File: src/rtl/reset_sequencer.sv
// Board reset sequencer: synchronises reset_n, holds all domains, then releases rst[] in stages.
// Optional cause output is enabled by defining RESET_CAUSE_EN.
module reset_sequencer #(
    parameter int unsigned NUM_DOMAINS     = 2,
    parameter int unsigned HOLD_CYCLES     = 63,
    parameter int unsigned STAGE_GAP       = 4,
    parameter int unsigned DEBOUNCE_CYCLES = 16
) (
    input  logic                   clk,
    input  logic                   reset_n,
    input  logic                   btn_n,
    input  logic                   sw_req,
    output logic [NUM_DOMAINS-1:0] rst,
    output logic                   ready
`ifdef RESET_CAUSE_EN
    ,
    output logic [1:0]             cause
`endif
);

    localparam int unsigned HOLD_W  = $clog2(HOLD_CYCLES + 1);
    localparam int unsigned STAGE_W = $clog2(STAGE_GAP + 1);
    localparam int unsigned DEB_W   = $clog2(DEBOUNCE_CYCLES + 1);

    localparam logic [HOLD_W-1:0]  HOLD_LAST  = HOLD_W'(HOLD_CYCLES - 1);
    localparam logic [STAGE_W-1:0] STAGE_LAST = STAGE_W'(STAGE_GAP - 1);
    localparam logic [DEB_W-1:0]   DEB_MAX    = DEB_W'(DEBOUNCE_CYCLES);

    typedef enum logic [1:0] {
        ST_HOLD  = 2'd0,
        ST_STAGE = 2'd1,
        ST_RUN   = 2'd2
    } state_e;

    logic                   arst_s1_q, arst_sync_q;
    logic                   btn_s1_q, btn_s2_q;
    logic [DEB_W-1:0]       deb_q, deb_d;
    logic                   press_edge;
    logic                   btn_hold_q;
    logic                   trig_q, trig_d;
    state_e                 state_q;
    logic [HOLD_W-1:0]      hold_q;
    logic [STAGE_W-1:0]     stage_q;
    logic [NUM_DOMAINS-1:0] rst_q, rst_shift;
    logic                   ready_q;
    logic                   last_release;

    // Reset release synchroniser; the sequencer is frozen until arst_sync_q is high.
    always_ff @(posedge clk or negedge reset_n) begin
        if (!reset_n) begin
            arst_s1_q   <= 1'b0;
            arst_sync_q <= 1'b0;
        end else begin
            arst_s1_q   <= 1'b1;
            arst_sync_q <= arst_s1_q;
        end
    end

    // Button synchroniser clears to the idle (released) level so reset never fakes a press.
    always_ff @(posedge clk or negedge reset_n) begin
        if (!reset_n) begin
            btn_s1_q   <= 1'b1;
            btn_s2_q   <= 1'b1;
            deb_q      <= '0;
            btn_hold_q <= 1'b0;
            trig_q     <= 1'b0;
        end else begin
            btn_s1_q   <= btn_n;
            btn_s2_q   <= btn_s1_q;
            deb_q      <= deb_d;
            btn_hold_q <= (deb_q == DEB_MAX);
            trig_q     <= trig_d;
        end
    end

    always_comb begin
        deb_d = deb_q;
        if (btn_s2_q) begin
            deb_d = '0;
        end else if (deb_q != DEB_MAX) begin
            deb_d = deb_q + DEB_W'(1);
        end
        press_edge = (deb_d == DEB_MAX) && (deb_q != DEB_MAX);
        trig_d     = arst_sync_q && (sw_req || press_edge);
    end

    assign rst_shift    = rst_q << 1;
    assign last_release = (rst_shift == '0);

    // Sequencer: hold, staged thermometer release, run; a registered trigger restarts the hold.
    always_ff @(posedge clk or negedge reset_n) begin
        if (!reset_n) begin
            state_q <= ST_HOLD;
            hold_q  <= '0;
            stage_q <= '0;
            rst_q   <= '1;
            ready_q <= 1'b0;
        end else if (arst_sync_q) begin
            if (trig_q) begin
                state_q <= ST_HOLD;
                hold_q  <= '0;
                stage_q <= '0;
                rst_q   <= '1;
                ready_q <= 1'b0;
            end else begin
                case (state_q)
                    ST_HOLD: begin
                        if (btn_hold_q) begin
                            hold_q <= '0;
                        end else if (hold_q == HOLD_LAST) begin
                            hold_q  <= '0;
                            stage_q <= '0;
                            rst_q   <= rst_shift;
                            if (last_release) begin
                                state_q <= ST_RUN;
                                ready_q <= 1'b1;
                            end else begin
                                state_q <= ST_STAGE;
                            end
                        end else begin
                            hold_q <= hold_q + HOLD_W'(1);
                        end
                    end
                    ST_STAGE: begin
                        if (stage_q == STAGE_LAST) begin
                            stage_q <= '0;
                            rst_q   <= rst_shift;
                            if (last_release) begin
                                state_q <= ST_RUN;
                                ready_q <= 1'b1;
                            end
                        end else begin
                            stage_q <= stage_q + STAGE_W'(1);
                        end
                    end
                    ST_RUN: begin
                        ready_q <= 1'b1;
                    end
                    default: begin
                        state_q <= ST_HOLD;
                    end
                endcase
            end
        end
    end

    assign rst   = rst_q;
    assign ready = ready_q;

`ifdef RESET_CAUSE_EN
    logic       trig_sw_q;
    logic [1:0] cause_q;

    // Software wins when both sources fire in the same cycle.
    always_ff @(posedge clk or negedge reset_n) begin
        if (!reset_n) begin
            trig_sw_q <= 1'b0;
            cause_q   <= 2'b00;
        end else begin
            trig_sw_q <= arst_sync_q && sw_req;
            if (arst_sync_q && trig_q) begin
                cause_q <= trig_sw_q ? 2'b10 : 2'b01;
            end
        end
    end

    assign cause = cause_q;
`endif

endmodule

File: config.mk
export PLATFORM = sky130hd
export DESIGN_NAME = reset_sequencer
export DESIGN_NICKNAME = d
export VERILOG_FILES = /design/src/rtl/reset_sequencer.sv
export SDC_FILE = /design/constraint.sdc
export NUM_CORES = 1
export LEC_CHECK = 0
export CAP_MARGIN = 20
export CORE_ASPECT_RATIO = 1.25
export CORE_MARGIN = 8
export CORE_UTILIZATION = 40
export CTS_CLUSTER_SIZE = 8
export DETAILED_ROUTE_END_ITERATION = 6
export HOLD_SLACK_MARGIN = 0.02
export PLACE_DENSITY = 0.65
export SETUP_SLACK_MARGIN = 0.5
export SLEW_MARGIN = 5
export SYNTH_ARGS = -nofsm -noshare
export SYNTH_HDL_FRONTEND = slang
export SYNTH_SLANG_ARGS = --single-unit
export TNS_END_PERCENT = 5
File: constraint.sdc
create_clock -name clk -period 1.6 [get_ports clk]
set_input_delay 0.16 -clock clk [delete_from_list [all_inputs] [get_ports clk]]
set_output_delay 0.16 -clock clk [all_outputs]
set_load 0.1 [all_outputs]
==> out/metrics.yaml, run 1 <==
status: "finished clean"
crit_arrival_ns: 1.71
grt_usage_pct: 10.1
n_antenna_cell: 0
drive_above_1_share_pct: 31.9
syn_inst: 120
clockBufferDepth: 2
root_buffer: "clkbuf_4"
rr_worst_depth: 6
required_ns: 1.81
min_period_ns: 1.51
wl_per_cell_um: 13.7
drtAntennaViolNets: 0
drv_slew: 0
ios: 7
critPathMaxFanout: 4
dieHeight_um: 78.5
firstDrtPassIters: 4
cp-endpoint: "hold_q[4]"
dr.first_iter.drc_count: 100
h-tree-depth: 1
port_buffers: 6
gr-total-overflow: 0
post_drt_via_cell_ratio: 5.42
core_um2: 2970
dp_cells: 170
fp.dieW_um: 66
synth_ff_type: "dfrtp_1"
cp.buffers_inverters: 2
place_congestion: 0.712
area_growth_pct: 24.7
clkLatencyLatePin_ns: 0.31
path_delay_family: "compound AO/OA/AOI/OAI gates"
clkTransAtPathRegs_ns: 0.13
cts_tree: "built"
total_power_uw: 2300
grt_pass1_wl_um: 4310
fin_nets: 151
syn_area_per_cell_um2: 10.4
via_count: 960
route.detailed.drc: 0
dp_hpwl_um: 1720
irDropWorstVdd_uv: 1050
skew_ns: 0.00287
yosysSeqAreaShare_pct: 50.5
cp_num_cells: 6
clock_sinks: 25
fin_setup_tns_ns: 0
ys_ff_latch: 25
hold_class: "input pin to async pin"
yosysWarnings: 0
crit_start: "hold_q[0]"
synth_edf_count: 0
async_flop_share_pct: 100
synth_nets: 129
fin_cells: 177
initial_utilization_pct: 42.0
wirelength_um: 2420
criticalPathCategory: "flip-flop to flip-flop"
hold-worst-slack_ns: 0.188
finalSetupViolCount: 0
die-area_um2: 5180
rsz0062_at_grt: "true"
cp_slowest_cell: "dfrtp_1"
fp-row-count: 22
clock.fmax_mhz: 664
grt_max_degree: 26
antenna_found_initial: 0
cts_hold_buf: 0
finalHoldViolCount: 0
p_leak_uw: 0.000676
cp-end-kind: "flip-flop"
cts_buffers: 3
power_density_nw_per_um2: 1480
drv_cap: 0
start_kind: "flip-flop"
reg2reg_setup_slack_ns: 0.09
syn_area_um2: 1250
r2r_end: "hold_q[4]"
worstReg2RegStart: "hold_q[0]"
synth.distinct_cells: 38
cp_slowest_stage_delay_ns: 0.40
grt_pass1_vias: 964
min_period_over_period_pct: 94.1
crit_chain: "inv_1 > ha_2 > a311oi_4 > buf_4 > and3_4 > a221o_2"
==> worst min path at each step <==
stage                     cells past startpoint     endpoint      start  slack, ns
after floorplan                               0    arst_s1_q    reset_n      -0.14
after global placement                        0  arst_sync_q  arst_s1_q       0.33
after detailed placement                      0  arst_sync_q  arst_s1_q       0.34
after CTS                                     2   stage_q[2]    reset_n       0.19
after global routing                          2   stage_q[2]    reset_n       0.21
final                                         2   stage_q[2]    reset_n       0.19
==> registers in the layout, indices dropped and copies added, names as in the netlist <==
| register | flops |
|---|---|
| rst | 2 |
| hold_q | 6 |
| btn_hold_q | 1 |
| state_q | 2 |
| trig_q | 1 |
| deb_q | 5 |
| btn_s1_q | 1 |
| arst_s1_q | 1 |
| ready | 1 |
| stage_q | 3 |
| arst_sync_q | 1 |
| btn_s2_q | 1 |
==> routing by layer <==
layer | vias to the layer above | share of wire (%) | GRT usage, %
li1 | 475 | - | -
met1 | 476 | 43 | 12.0
met2 | 7 | 53 | 17.4
met3 | 2 | 2.9 | 1.99
met4 | 0 | 0.87 | 3.85
met5 | - | 0 | 0
==> timing repair <==
item	in CTS	in global routing
gates resized for setup	12	4
setup endpoints to repair	20	22
pin swaps	2	1
setup buffers	3	0
==> metrics by stage <==
stage               instance area, µm²  setup slack (ns)  util (%)
floorplan                         1260             0.132         -
global placement                  1460            0.0886      49.0
detailed placement                1460            0.0657      49.0
CTS                               1550            0.0924      52.1
global route                      1560            0.0193      52.4
finish                            1560            0.0944      52.4
==> logic make-up (layout without fill, tap and decap cells) <==
logic type      after synthesis  after routing  share of synthesized area (%)
buf+inv                       8             29                           2.60
other cells                   1              1                          0.300
flops                        25             25                           50.5
compound gates               22             22                           15.0
mux                           3              3                           2.50
fa+ha+maj                     5              5                           5.01
xor+xnor                      5              5                           3.50
simple gates                 51             51                           20.6
==> cell usage after synthesis, types with 2 or more instances <==
| library cell | number | area, µm² |
|---|---|---|
| xnor2_1 | 2 | 17.5 |
| a221o_2 | 2 | 22.5 |
| ha_1 | 5 | 62.6 |
| nor2b_1 | 3 | 18.8 |
| nand3_1 | 9 | 45.0 |
| nand4_1 | 2 | 12.5 |
| dfstp_2 | 4 | 105 |
| nor3_1 | 5 | 25.0 |
| xor2_1 | 3 | 26.3 |
| inv_1 | 5 | 18.8 |
| a22o_1 | 2 | 17.5 |
| mux2i_1 | 2 | 20.0 |
| nand2b_1 | 3 | 18.8 |
| dfrtp_1 | 21 | 526 |
| a31oi_1 | 2 | 12.5 |
| and3_2 | 2 | 15.0 |
| nand2_1 | 11 | 41.3 |
| buf_2 | 2 | 10.0 |
| o21ai_0 | 6 | 30.0 |
| nor2_1 | 11 | 41.3 |
==> power by group <==
group / leakage, µW / internal, µW / switching (µW)
clock network: 0.0000150 / 97.3 / 177
registers: 0.000307 / 782 / 145
logic: 0.000354 / 496 / 604
==> placed cells by master, fill, tap and decap left out, types with 3 or more instances in the layout <==
| cell | Yosys | layout |
|---|---|---|
| nor3_1 | 5 | 4 |
| clkbuf_4 | 0 | 3 |
| and3_4 | 1 | 3 |
| o21ai_0 | 6 | 3 |
| nand2b_1 | 3 | 3 |
| clkdlybuf4s50_1 | 0 | 3 |
| nor2_1 | 11 | 11 |
| xor2_1 | 3 | 3 |
| dfrtp_1 | 21 | 18 |
| nand2_1 | 11 | 11 |
| buf_4 | 0 | 14 |
| nor2b_1 | 3 | 3 |
| o21ai_1 | 0 | 3 |
| dfrtp_2 | 0 | 3 |
| nand3_1 | 9 | 9 |
| inv_1 | 5 | 3 |
| dfstp_2 | 4 | 4 |
| buf_12 | 0 | 3 |
==> layout make-up <==
type / instances / area (µm²)
Clock buffer: 4 / 26.3
Fill cell: 270 / 1410
Inverter: 5 / 18.8
Multi-Input combinational cell: 87 / 639
Sequential cell: 25 / 634
Tap cell: 36 / 45.0
Timing Repair Buffer: 20 / 195
Power figures use the tool's default switching activity.
==> inputs of run 2 (changes only) <==
--- a/config.mk
+++ b/config.mk
@@ -6,13 +6,11 @@
 export NUM_CORES = 1
 export LEC_CHECK = 0
 export CAP_MARGIN = 20
-export CORE_ASPECT_RATIO = 1.25
 export CORE_MARGIN = 8
-export CORE_UTILIZATION = 40
+export CORE_UTILIZATION = 52
 export CTS_CLUSTER_SIZE = 8
 export DETAILED_ROUTE_END_ITERATION = 6
-export HOLD_SLACK_MARGIN = 0.02
-export PLACE_DENSITY = 0.65
+export PLACE_DENSITY = 0.8
 export SETUP_SLACK_MARGIN = 0.5
 export SLEW_MARGIN = 5
 export SYNTH_ARGS = -nofsm -noshare
==> run 2 against run 1 <==
- total power rose by 8.9%
- sequential share of layout area fell by 2.6 points
- setup slack got worse by 0.041 ns
- largest power group unchanged
- first-iteration DRC count fell by 15%
- non-clock buffer count rose by 3
- register-to-register slack got worse by 0.04 ns
- combinational power rose by 17%
- cell count fell by 2.8%
- wire length rose by 11%
- utilization rose by 22 points
==> out/metrics.yaml, run 2 (synthesis results as in run 1) <==
worstReg2RegStart: "hold_q[2]"  # was hold_q[0]
finalHoldViolCount: 0  # unchanged
hold_class: "input pin to async pin"  # unchanged
cts_buffers: 3  # unchanged
cts_tree: "built"  # unchanged
initial_utilization_pct: 56.0  # was 42.0%
crit_arrival_ns: 1.78  # was 1.71 ns
clkLatencyLatePin_ns: 0.33  # was 0.31 ns
multi_input_area_um2: 721  # was 639 µm²
cp-end-kind: "flip-flop"  # unchanged
gr-total-overflow: 0  # unchanged
regArea_um2: 633  # was 634 µm²
place_congestion: 0.824  # was 0.712
cp-endpoint: "hold_q[5]"  # was hold_q[4]
wl_per_cell_um: 15.6  # was 13.7 µm
cts_hold_buf: 0  # unchanged
hold-worst-slack_ns: 0.173  # was 0.188 ns
clock.fmax_mhz: 646  # was 664 MHz
min_period_over_period_pct: 96.7  # was 94.1%
drive_above_1_share_pct: 41.7  # was 31.9%
start_kind: "flip-flop"  # unchanged
skew_ns: 0.00694  # was 0.00287 ns
fillers: 146  # was 270
largest_register: "hold_q"  # unchanged
drtAntennaViolNets: 0  # unchanged
post_drt_via_cell_ratio: 5.76  # was 5.42
final_common_cell: "dfrtp_1"  # unchanged
finalSetupViolCount: 0  # unchanged
final_area_um2: 1660  # was 1560 µm²
reg_top3: "hold_q x6, deb_q x5, stage_q x3"  # unchanged
dp_hpwl_um: 1740  # was 1720 µm
h-tree-depth: 1  # unchanged
drv_cap: 0  # unchanged
critPathMaxFanout: 3  # was 4
fp.dieW_um: 65.0  # was 66 µm
crit_start: "hold_q[2]"  # was hold_q[0]
min_period_ns: 1.55  # was 1.51 ns
power_density_nw_per_um2: 1510  # was 1480 nW/µm²
setup_slack_ns: 0.0530  # was 0.0944 ns
p_leak_uw: 0.000714  # was 0.000676 µW
status: "finished clean"  # unchanged
drv_slew: 0  # unchanged
core_um2: 2230  # was 2970 µm²
dr.first_iter.drc_count: 85  # was 100
grt_pass1_wl_um: 4240  # was 4310 µm
rr_worst_depth: 4  # was 6
place_ws_ns: 0.0222  # was 0.0657 ns
grt_max_degree: 26  # unchanged
total_power_uw: 2510  # was 2300 µW
port_buffers: 6  # unchanged
placed_area_um2: 1450  # was 1460 µm²
required_ns: 1.83  # was 1.81 ns
area_growth_pct: 32.8  # was 24.7%
root_buffer: "clkbuf_4"  # unchanged
via_count: 990  # was 960
dieHeight_um: 65.0  # was 78.5 µm
reg2reg_setup_slack_ns: 0.05  # was 0.09 ns
largest_register_ffs: 6  # unchanged
layout_common_cells: "dfrtp_1 (19), buf_4 (15), nand2_1 (9), nor2_1 (9), nand3_1 (6)"  # was dfrtp_1 (18), buf_4 (14), nand2_1 (11), nor2_1 (11), nand3_1 (9)
irDropWorstVdd_uv: 1530  # was 1050 µV
route.detailed.drc: 0  # unchanged
clockBufferDepth: 2  # unchanged
clock_sinks: 25  # unchanged
die-area_um2: 4230  # was 5180 µm²
n_antenna_cell: 0  # unchanged
fp-row-count: 17  # was 22
wirelength_um: 2680  # was 2420 µm
ios: 7  # unchanged
fin_util_pct: 74.3  # was 52.4%
grt_usage_pct: 12.4  # was 10.1%
clkTransAtPathRegs_ns: 0.14  # was 0.13 ns
grt_pass1_vias: 965  # was 964
antenna_found_initial: 0  # unchanged
fin_nets: 154  # was 151
rsz0062_at_grt: "true"  # unchanged
r2r_end: "hold_q[5]"  # was hold_q[4]
firstDrtPassIters: 4  # unchanged
criticalPathCategory: "flip-flop to flip-flop"  # unchanged
-- run 2: critical path, cell delays in order, from the launching register on --
cell	delay, ns
dfrtp_1	0.40
and3_4	0.20
a311oi_4	0.36
o211ai_2	0.17
o311ai_1	0.32
-- run 2: area by class of cell --
class                      count  area share [%]
multi-input combinational     87            43.4
sequential                    25            38.1
timing repair buffer          23            13.6
tap                           28            2.11
clock buffer                   3            1.36
inverter                       5            1.13
clock inverter                 1           0.301
-- run 2: worst min-delay path by stage --
stage | end | slack (ns)
6_report | state_q[1] | 0.17
5_1_grt | state_q[0] | 0.20
4_1_cts | stage_q[2] | 0.19
3_5_place_dp | arst_sync_q | 0.34
3_3_place_gp | arst_sync_q | 0.33
2_1_floorplan | arst_s1_q | -0.14
-- run 2: repair_timing --
| action | in CTS | in global routing |
|---|---|---|
| resized for setup | 3 | 34 |
| setup endpoints to repair | 21 | 22 |
| buffers inserted | 5 | 0 |
| pin swaps | 1 | 23 |
-- run 2: report_power, final --
group / internal [µW] / total [µW] / switching [µW]
Clock: 94.0 / 294 / 200
Sequential: 781 / 925 / 145
Combinational: 575 / 1290 / 712
-- run 2: per-layer routing --
layer | up-vias | part of all wire (%) | GRT usage (%)
met5 | - | 0 | 0
met4 | 0 | 1.9 | 4.63
met3 | 7 | 3.1 | 2.58
met2 | 16 | 52 | 21.7
met1 | 492 | 43 | 14.5
li1 | 475 | - | -
-- run 2: through the flow --
step | TNS (ns) | instances
after floorplan | 0 | 120
after global placement | 0 | 163
after detailed placement | 0 | 163
after CTS | 0 | 172
after global routing | -0.0312 | 172
final | 0 | 172
